$ cat src/rtl/arm_ldm_stm_seq_if.sv
// rtl/arm_ldm_stm_seq_if.sv - instruction, micro-op and writeback bundle for the LDM/STM sequencer
// Ports (slave = sequencer view):
//   in : flush, inst_valid, inst, cond_pass, rn_value, uop_ready
//   out: inst_ready, uop_valid, uop_load, uop_reg, uop_addr, uop_last,
//        wb_we, wb_reg, wb_value, busy
interface arm_ldm_stm_seq_if #(
  parameter int REG_IDX_W = 4,
  parameter int ADDR_W    = 32
);
  logic                 flush;
  logic                 inst_valid;
  logic                 inst_ready;
  logic [31:0]          inst;
  logic                 cond_pass;
  logic [ADDR_W-1:0]    rn_value;
  logic                 uop_valid;
  logic                 uop_ready;
  logic                 uop_load;
  logic [REG_IDX_W-1:0] uop_reg;
  logic [ADDR_W-1:0]    uop_addr;
  logic                 uop_last;
  logic                 wb_we;
  logic [REG_IDX_W-1:0] wb_reg;
  logic [ADDR_W-1:0]    wb_value;
  logic                 busy;

  modport master (
    output flush, inst_valid, inst, cond_pass, rn_value, uop_ready,
    input  inst_ready, uop_valid, uop_load, uop_reg, uop_addr, uop_last,
           wb_we, wb_reg, wb_value, busy
  );

  modport slave (
    input  flush, inst_valid, inst, cond_pass, rn_value, uop_ready,
    output inst_ready, uop_valid, uop_load, uop_reg, uop_addr, uop_last,
           wb_we, wb_reg, wb_value, busy
  );
endinterface

$ cat src/rtl/arm_ldm_stm_seq.sv
// rtl/arm_ldm_stm_seq.sv - expands ARM LDM/STM into per-register micro-ops plus base writeback
// Ports:
//   clk   in  clock, rising edge
//   reset in  synchronous active-high reset
//   bus   slave modport of arm_ldm_stm_seq_if (instruction in, micro-ops and writeback out)
module arm_ldm_stm_seq #(
  parameter int REG_COUNT  = 16,
  parameter int REG_IDX_W  = 4,
  parameter int ADDR_W     = 32,
  parameter int WORD_BYTES = 4
) (
  input  logic              clk,
  input  logic              reset,
  arm_ldm_stm_seq_if.slave  bus
);
  typedef enum logic [1:0] {IDLE, ISSUE, WB} state_t;

  localparam logic [ADDR_W-1:0] STRIDE = ADDR_W'(WORD_BYTES);

  state_t               state, state_nxt;
  logic [REG_COUNT-1:0] list_r;
  logic                 load_r;
  logic                 wb_en_r;
  logic [REG_IDX_W-1:0] rn_r;
  logic [ADDR_W-1:0]    addr_r;
  logic [ADDR_W-1:0]    wb_value_r;

  function automatic logic [REG_IDX_W:0] popcount(input logic [REG_COUNT-1:0] v);
    logic [REG_IDX_W:0] c;
    c = '0;
    for (int i = 0; i < REG_COUNT; i++) c = c + {{REG_IDX_W{1'b0}}, v[i]};
    return c;
  endfunction

  function automatic logic [REG_IDX_W-1:0] lowest(input logic [REG_COUNT-1:0] v);
    logic [REG_IDX_W-1:0] idx;
    idx = '0;
    for (int i = REG_COUNT - 1; i >= 0; i--) if (v[i]) idx = REG_IDX_W'(i);
    return idx;
  endfunction

  // Decode of the instruction presented at the input
  logic [REG_COUNT-1:0] inst_list;
  logic [REG_IDX_W-1:0] inst_rn;
  logic                 f_p, f_u, f_w, f_l;
  logic                 accept, start_seq;
  logic [ADDR_W-1:0]    span, start_addr;

  assign inst_list = bus.inst[REG_COUNT-1:0];
  assign inst_rn   = REG_IDX_W'(bus.inst[19:16]);
  assign f_p       = bus.inst[24];
  assign f_u       = bus.inst[23];
  assign f_w       = bus.inst[21];
  assign f_l       = bus.inst[20];
  assign accept    = bus.inst_valid && (state == IDLE) && !reset;
  // Failed condition, non-LDM/STM or empty list: consumed silently
  assign start_seq = accept && bus.cond_pass && (bus.inst[27:25] == 3'b100) && (|inst_list);
  assign span      = ADDR_W'(popcount(inst_list)) * STRIDE;

  // Transfers always run at ascending addresses; decrement modes start low
  always_comb begin
    start_addr = bus.rn_value;
    case ({f_p, f_u})
      2'b01:   start_addr = bus.rn_value;
      2'b11:   start_addr = bus.rn_value + STRIDE;
      2'b00:   start_addr = bus.rn_value - span + STRIDE;
      default: start_addr = bus.rn_value - span;
    endcase
  end

  logic [REG_COUNT-1:0] list_rest;
  logic                 one_left;
  assign list_rest = list_r & (list_r - REG_COUNT'(1));   // clears lowest set bit
  assign one_left  = (list_r != '0) && (list_rest == '0);

  always_comb begin
    state_nxt      = state;
    bus.inst_ready = (state == IDLE) && !reset;
    bus.uop_valid  = (state == ISSUE);
    bus.uop_last   = (state == ISSUE) && one_left;
    bus.uop_load   = load_r;
    bus.uop_reg    = lowest(list_r);
    bus.uop_addr   = addr_r;
    bus.wb_we      = (state == WB);
    bus.wb_reg     = rn_r;
    bus.wb_value   = wb_value_r;
    bus.busy       = (state != IDLE);
    case (state)
      IDLE:    if (start_seq) state_nxt = ISSUE;
      ISSUE:   if (bus.uop_ready && one_left) state_nxt = wb_en_r ? WB : IDLE;
      WB:      state_nxt = IDLE;
      default: state_nxt = IDLE;
    endcase
    if (bus.flush) state_nxt = IDLE;
  end

  always_ff @(posedge clk) begin
    if (reset) begin
      state      <= IDLE;
      list_r     <= '0;
      load_r     <= 1'b0;
      wb_en_r    <= 1'b0;
      rn_r       <= '0;
      addr_r     <= '0;
      wb_value_r <= '0;
    end else begin
      state <= state_nxt;
      if (bus.flush) begin
        list_r <= '0;
      end else if (start_seq) begin
        list_r     <= inst_list;
        load_r     <= f_l;
        // A load that overwrites Rn makes the loaded value win over writeback
        wb_en_r    <= f_w && !(f_l && inst_list[inst_rn]);
        rn_r       <= inst_rn;
        addr_r     <= start_addr;
        wb_value_r <= f_u ? (bus.rn_value + span) : (bus.rn_value - span);
      end else if (state == ISSUE && bus.uop_ready) begin
        list_r <= list_rest;
        addr_r <= addr_r + STRIDE;
      end
    end
  end
endmodule

$ cat src/flat_wrapper.sv
// flat-port wrapper written by rule: the top's interface ports become plain ports
module arm_ldm_stm_seq_flat 
#(
  parameter int REG_COUNT  = 16,
  parameter int REG_IDX_W  = 4,
  parameter int ADDR_W     = 32,
  parameter int WORD_BYTES = 4
)
  (clk, reset, bus_flush, bus_inst_valid, bus_inst, bus_cond_pass, bus_rn_value, bus_uop_ready, bus_inst_ready, bus_uop_valid, bus_uop_load, bus_uop_reg, bus_uop_addr, bus_uop_last, bus_wb_we, bus_wb_reg, bus_wb_value, bus_busy);
  arm_ldm_stm_seq_if #(.REG_IDX_W(REG_IDX_W), .ADDR_W(ADDR_W)) bus_i ();
  input  logic clk;
  input  logic reset;
  input wire logic [$bits(bus_i.flush)-1:0] bus_flush;
  input wire logic [$bits(bus_i.inst_valid)-1:0] bus_inst_valid;
  input wire logic [$bits(bus_i.inst)-1:0] bus_inst;
  input wire logic [$bits(bus_i.cond_pass)-1:0] bus_cond_pass;
  input wire logic [$bits(bus_i.rn_value)-1:0] bus_rn_value;
  input wire logic [$bits(bus_i.uop_ready)-1:0] bus_uop_ready;
  output wire logic [$bits(bus_i.inst_ready)-1:0] bus_inst_ready;
  output wire logic [$bits(bus_i.uop_valid)-1:0] bus_uop_valid;
  output wire logic [$bits(bus_i.uop_load)-1:0] bus_uop_load;
  output wire logic [$bits(bus_i.uop_reg)-1:0] bus_uop_reg;
  output wire logic [$bits(bus_i.uop_addr)-1:0] bus_uop_addr;
  output wire logic [$bits(bus_i.uop_last)-1:0] bus_uop_last;
  output wire logic [$bits(bus_i.wb_we)-1:0] bus_wb_we;
  output wire logic [$bits(bus_i.wb_reg)-1:0] bus_wb_reg;
  output wire logic [$bits(bus_i.wb_value)-1:0] bus_wb_value;
  output wire logic [$bits(bus_i.busy)-1:0] bus_busy;
  assign bus_i.flush = bus_flush;
  assign bus_i.inst_valid = bus_inst_valid;
  assign bus_i.inst = bus_inst;
  assign bus_i.cond_pass = bus_cond_pass;
  assign bus_i.rn_value = bus_rn_value;
  assign bus_i.uop_ready = bus_uop_ready;
  assign bus_inst_ready = bus_i.inst_ready;
  assign bus_uop_valid = bus_i.uop_valid;
  assign bus_uop_load = bus_i.uop_load;
  assign bus_uop_reg = bus_i.uop_reg;
  assign bus_uop_addr = bus_i.uop_addr;
  assign bus_uop_last = bus_i.uop_last;
  assign bus_wb_we = bus_i.wb_we;
  assign bus_wb_reg = bus_i.wb_reg;
  assign bus_wb_value = bus_i.wb_value;
  assign bus_busy = bus_i.busy;
  arm_ldm_stm_seq #(.REG_COUNT(REG_COUNT), .REG_IDX_W(REG_IDX_W), .ADDR_W(ADDR_W), .WORD_BYTES(WORD_BYTES)) u_core (.clk(clk), .reset(reset), .bus(bus_i));
endmodule
$ cat config.mk
export PLATFORM = sky130hd
export DESIGN_NAME = arm_ldm_stm_seq_flat
export DESIGN_NICKNAME = d
export VERILOG_FILES = /design/src/rtl/arm_ldm_stm_seq_if.sv /design/src/rtl/arm_ldm_stm_seq.sv /design/src/flat_wrapper.sv
export SDC_FILE = /design/constraint.sdc
export NUM_CORES = 1
export LEC_CHECK = 0
export BUFFER_PORTS_ARGS = -buffer_cell sky130_fd_sc_hd__buf_2
export CORE_MARGIN = 5
export CORE_UTILIZATION = 55
export CTS_CLUSTER_DIAMETER = 150
export CTS_CLUSTER_SIZE = 24
export DETAILED_ROUTE_END_ITERATION = 10
export HOLD_SLACK_MARGIN = 0.06
export PLACE_DENSITY = 0.85
export RECOVER_POWER = 50
export SYNTH_ARGS = -nofsm -noshare
export SYNTH_HDL_FRONTEND = slang
export SYNTH_SLANG_ARGS = --single-unit
export TNS_END_PERCENT = 5
$ cat constraint.sdc
create_clock -name clk -period 10.8 [get_ports clk]
set_input_delay 2.7 -clock clk [delete_from_list [all_inputs] [get_ports clk]]
set_output_delay 2.7 -clock clk [all_outputs]
set_load 0.01 [all_outputs]
==> reports/qor.txt <==
Standard-cell row count = 45
Post-cts resize count = 0
Initial antenna violation count = 0
DP Wirelength = 20,800 um
Place WS = 1.39 ns
CP arrival = 9.30 ns
DRC violations left = 0
Fin crit share = 85.2%
1st-iter DRT viols = 1,256
Fill cells = 1,420
Max Clock Skew = 0.00624 ns
Crit path cell chain = buf_2 -> inv_1 -> ha_1 -> inv_1 -> fa_1 -> fa_1 -> fa_1 -> fa_1 -> fa_1 -> fa_1 -> inv_1 -> fa_1 -> or2_1 -> a211o_1 -> nand3_1 -> xor2_1 -> nor4_2 -> nor2b_1 -> nor3_1 -> o31ai_1 -> a31oi_1
GRT overflow = 0
Yosys Warn Count = 0
Port buffer count = 142
Most frequent CP cell = fa_1
CTS buffer count = 9
Top FF cell, synth = dfxtp_1
DR WL/cell = 19.2 um
Clk_lat worst skew = 0.36 ns
Rel. slew slack = -97.2%
# clock sinks = 88
Post-Syn Instances = 1,208
CTS Hold Bufs = 0
Post-route minimum period = 9.20 ns
Final antenna-violating net count = 0
Sequential fraction of the synthesis area = 20.6%
Number of synthesized flops with an enable pin = 0
Startpoint types = input pin
Slew Limit Fails = 102
Clk slew on worst S/H paths = 0.07 ns
DR vias = 9,562
Status = finished, violations left
Routed WL = 28,200 um
1st-pass router iterations = 8
N_diodes = 0
Distinct cell type count of the synthesized netlist = 88
Bufs and invs on worst path = 4
Die area = 18,100 um^2
DR vias/cell = 6.50
Share of cells above drive strength 1 = 9.97%
Hold Path Class = flip-flop to flip-flop
Core area = 15,200 um^2
Vias in the first global route = 8,497
Total track usage = 30.0%
Final Hold Fails = 0
Initial core utilization = 56.2%
IO Pins = 148
Synthesis-to-layout area growth = 10.1%
Crit path max-delay family = adder cells
Max-cap violations = 2
First-pass GRT wire length = 44,500 um
Setup repair bufs after CTS = 0
Critical Path RT = 10.91 ns
Peak VDD IR = 0.126 mV
H-tree depth = 3
Avg Inst Size Synth = 7.07 um^2
Largest net degree at the start of global routing = 67
Final setup margin = 1.60 ns
Final #Nets = 1,384
Synthesized area = 8540 um^2
Leak Pwr = 3.33 nW
CP Capture Type = flip-flop
Chip width = 135 um
Slew @ Worst Pin = 2.96 ns
Setup TNS Final = 0 ns
Peak Freq = 0.109 GHz
Worst path max stage delay = 0.80 ns
Clock buffer depth = 2
CTS root buf = clkbuf_16
TritonCTS clock tree = done
Post-Syn Nets = 1,313
Failing checks = capacitance limit, slew limit
WS Path Type = input pin to flip-flop
CP Max Fanout = 10
RSZ-0062 raised after global routing = no
Synthesized flop and latch total = 88
CP max-delay cell = nor4_2
Setup Viol. Count Final = 0
FFs w/ async S/R, synth = 0%
Pwr dens = 135 nW/um^2
Post-layout util = 61.9%
GPL Wtd Cong = 1.01
Vert. Die Dim = 135 um
report_power, final:
| group | internal, mW | switching [mW] | total (mW) |
|---|---|---|---|
| combinational | 0.233 | 0.390 | 0.623 |
| clock | 0.172 | 0.146 | 0.317 |
| sequential | 0.326 | 0.00128 | 0.327 |
final cells by class:
class / instances / area (um^2) / share of cell area (%)
timing repair buffer: 152 / 687 / 7.30
sequential: 88 / 1760 / 18.7
clock inverter: 4 / 36.3 / 0.386
clock buffer: 12 / 256 / 2.73
inverter: 50 / 188 / 2.00
tap: 188 / 235 / 2.50
multi-input combinational: 978 / 6240 / 66.4
logic make-up after synthesis:
| kind of cell | share of synthesized area, % |
|---|---|
| AO/OA/AOI/OAI | 26.8 |
| XOR/XNOR | 8.51 |
| adder cells (fa/ha/maj) | 6.41 |
| buffers and inverters | 6.57 |
| flip-flops | 20.6 |
| multiplexers | 2.15 |
| AND/OR/NAND/NOR | 28.9 |
per-layer routing:
metal	vias up	global-route usage [%]	part of all wire, %
met5	-	0	0
met4	0	7.75	2.0
met3	53	7.34	12
met2	583	46.9	44
met1	4387	41.6	42
li1	4539	-	-
stage by stage:
step                instances  power (mW)  instance area, um^2  hold slack (ns)
floorplan                1208       0.806                 8540            0.428
global placement         1456       0.929                 9210            0.437
detailed placement       1456       0.942                 9210            0.441
CTS                      1472        1.26                 9500            0.453
global route             1472        1.35                 9400            0.474
finish                   1472        1.27                 9400            0.452
final timing paths:
path              slack (ns)  cells after the start                    start                 endpoint
hold reg to reg         0.45                      2  u_core.bus.wb_value[12]  u_core.bus.wb_value[12]
setup reg to reg        6.41                      9          u_core.state[1]  u_core.bus.uop_addr[27]
setup / recovery        1.60                     21              bus_inst[0]  u_core.bus.uop_addr[11]
hold / removal          0.45                      2  u_core.bus.wb_value[12]  u_core.bus.wb_value[12]
layout by cell type, fill, tap and decap left out, drive strengths merged, types with 21 or more instances in the layout:
master,Yosys,layout
nand2,159,159
a21oi,109,109
nor2,105,105
clkbuf,74,89
dfxtp,88,88
o21ai,83,83
buf,18,75
inv,49,51
xnor2,44,44
xor2,39,39
nor3,39,39
nand3,34,34
nand4,26,26
nor4,25,25
ha,23,23
a31oi,21,21
and3,21,21
cells in the mapped netlist (15+ instances only):
library cell / count / area share, %
nor3_1: 36 / 2.1
o31ai_1: 15 / 1.3
o21ai_0: 82 / 4.8
xor2_1: 39 / 4.0
nand4_1: 25 / 1.8
nand3_1: 32 / 1.9
a22oi_1: 15 / 1.3
nor2_1: 105 / 4.6
nor4_1: 21 / 1.5
clkbuf_1: 74 / 3.3
nand2_1: 158 / 6.9
and3_1: 21 / 1.5
xnor2_1: 44 / 4.5
inv_1: 49 / 2.2
dfxtp_1: 88 / 21
ha_1: 23 / 3.4
a21oi_1: 109 / 6.4
a31oi_1: 21 / 1.5
worst reg2reg max path, delay by kind of cell (launching register included):
| family | cells | cell delay [ns] |
|---|---|---|
| AOI/OAI and AO/OA | 4 | 1.33 |
| DFF | 1 | 0.39 |
| and+or+nand+nor | 5 | 2.55 |
Note: power is estimated with default switching activity, not from simulation.
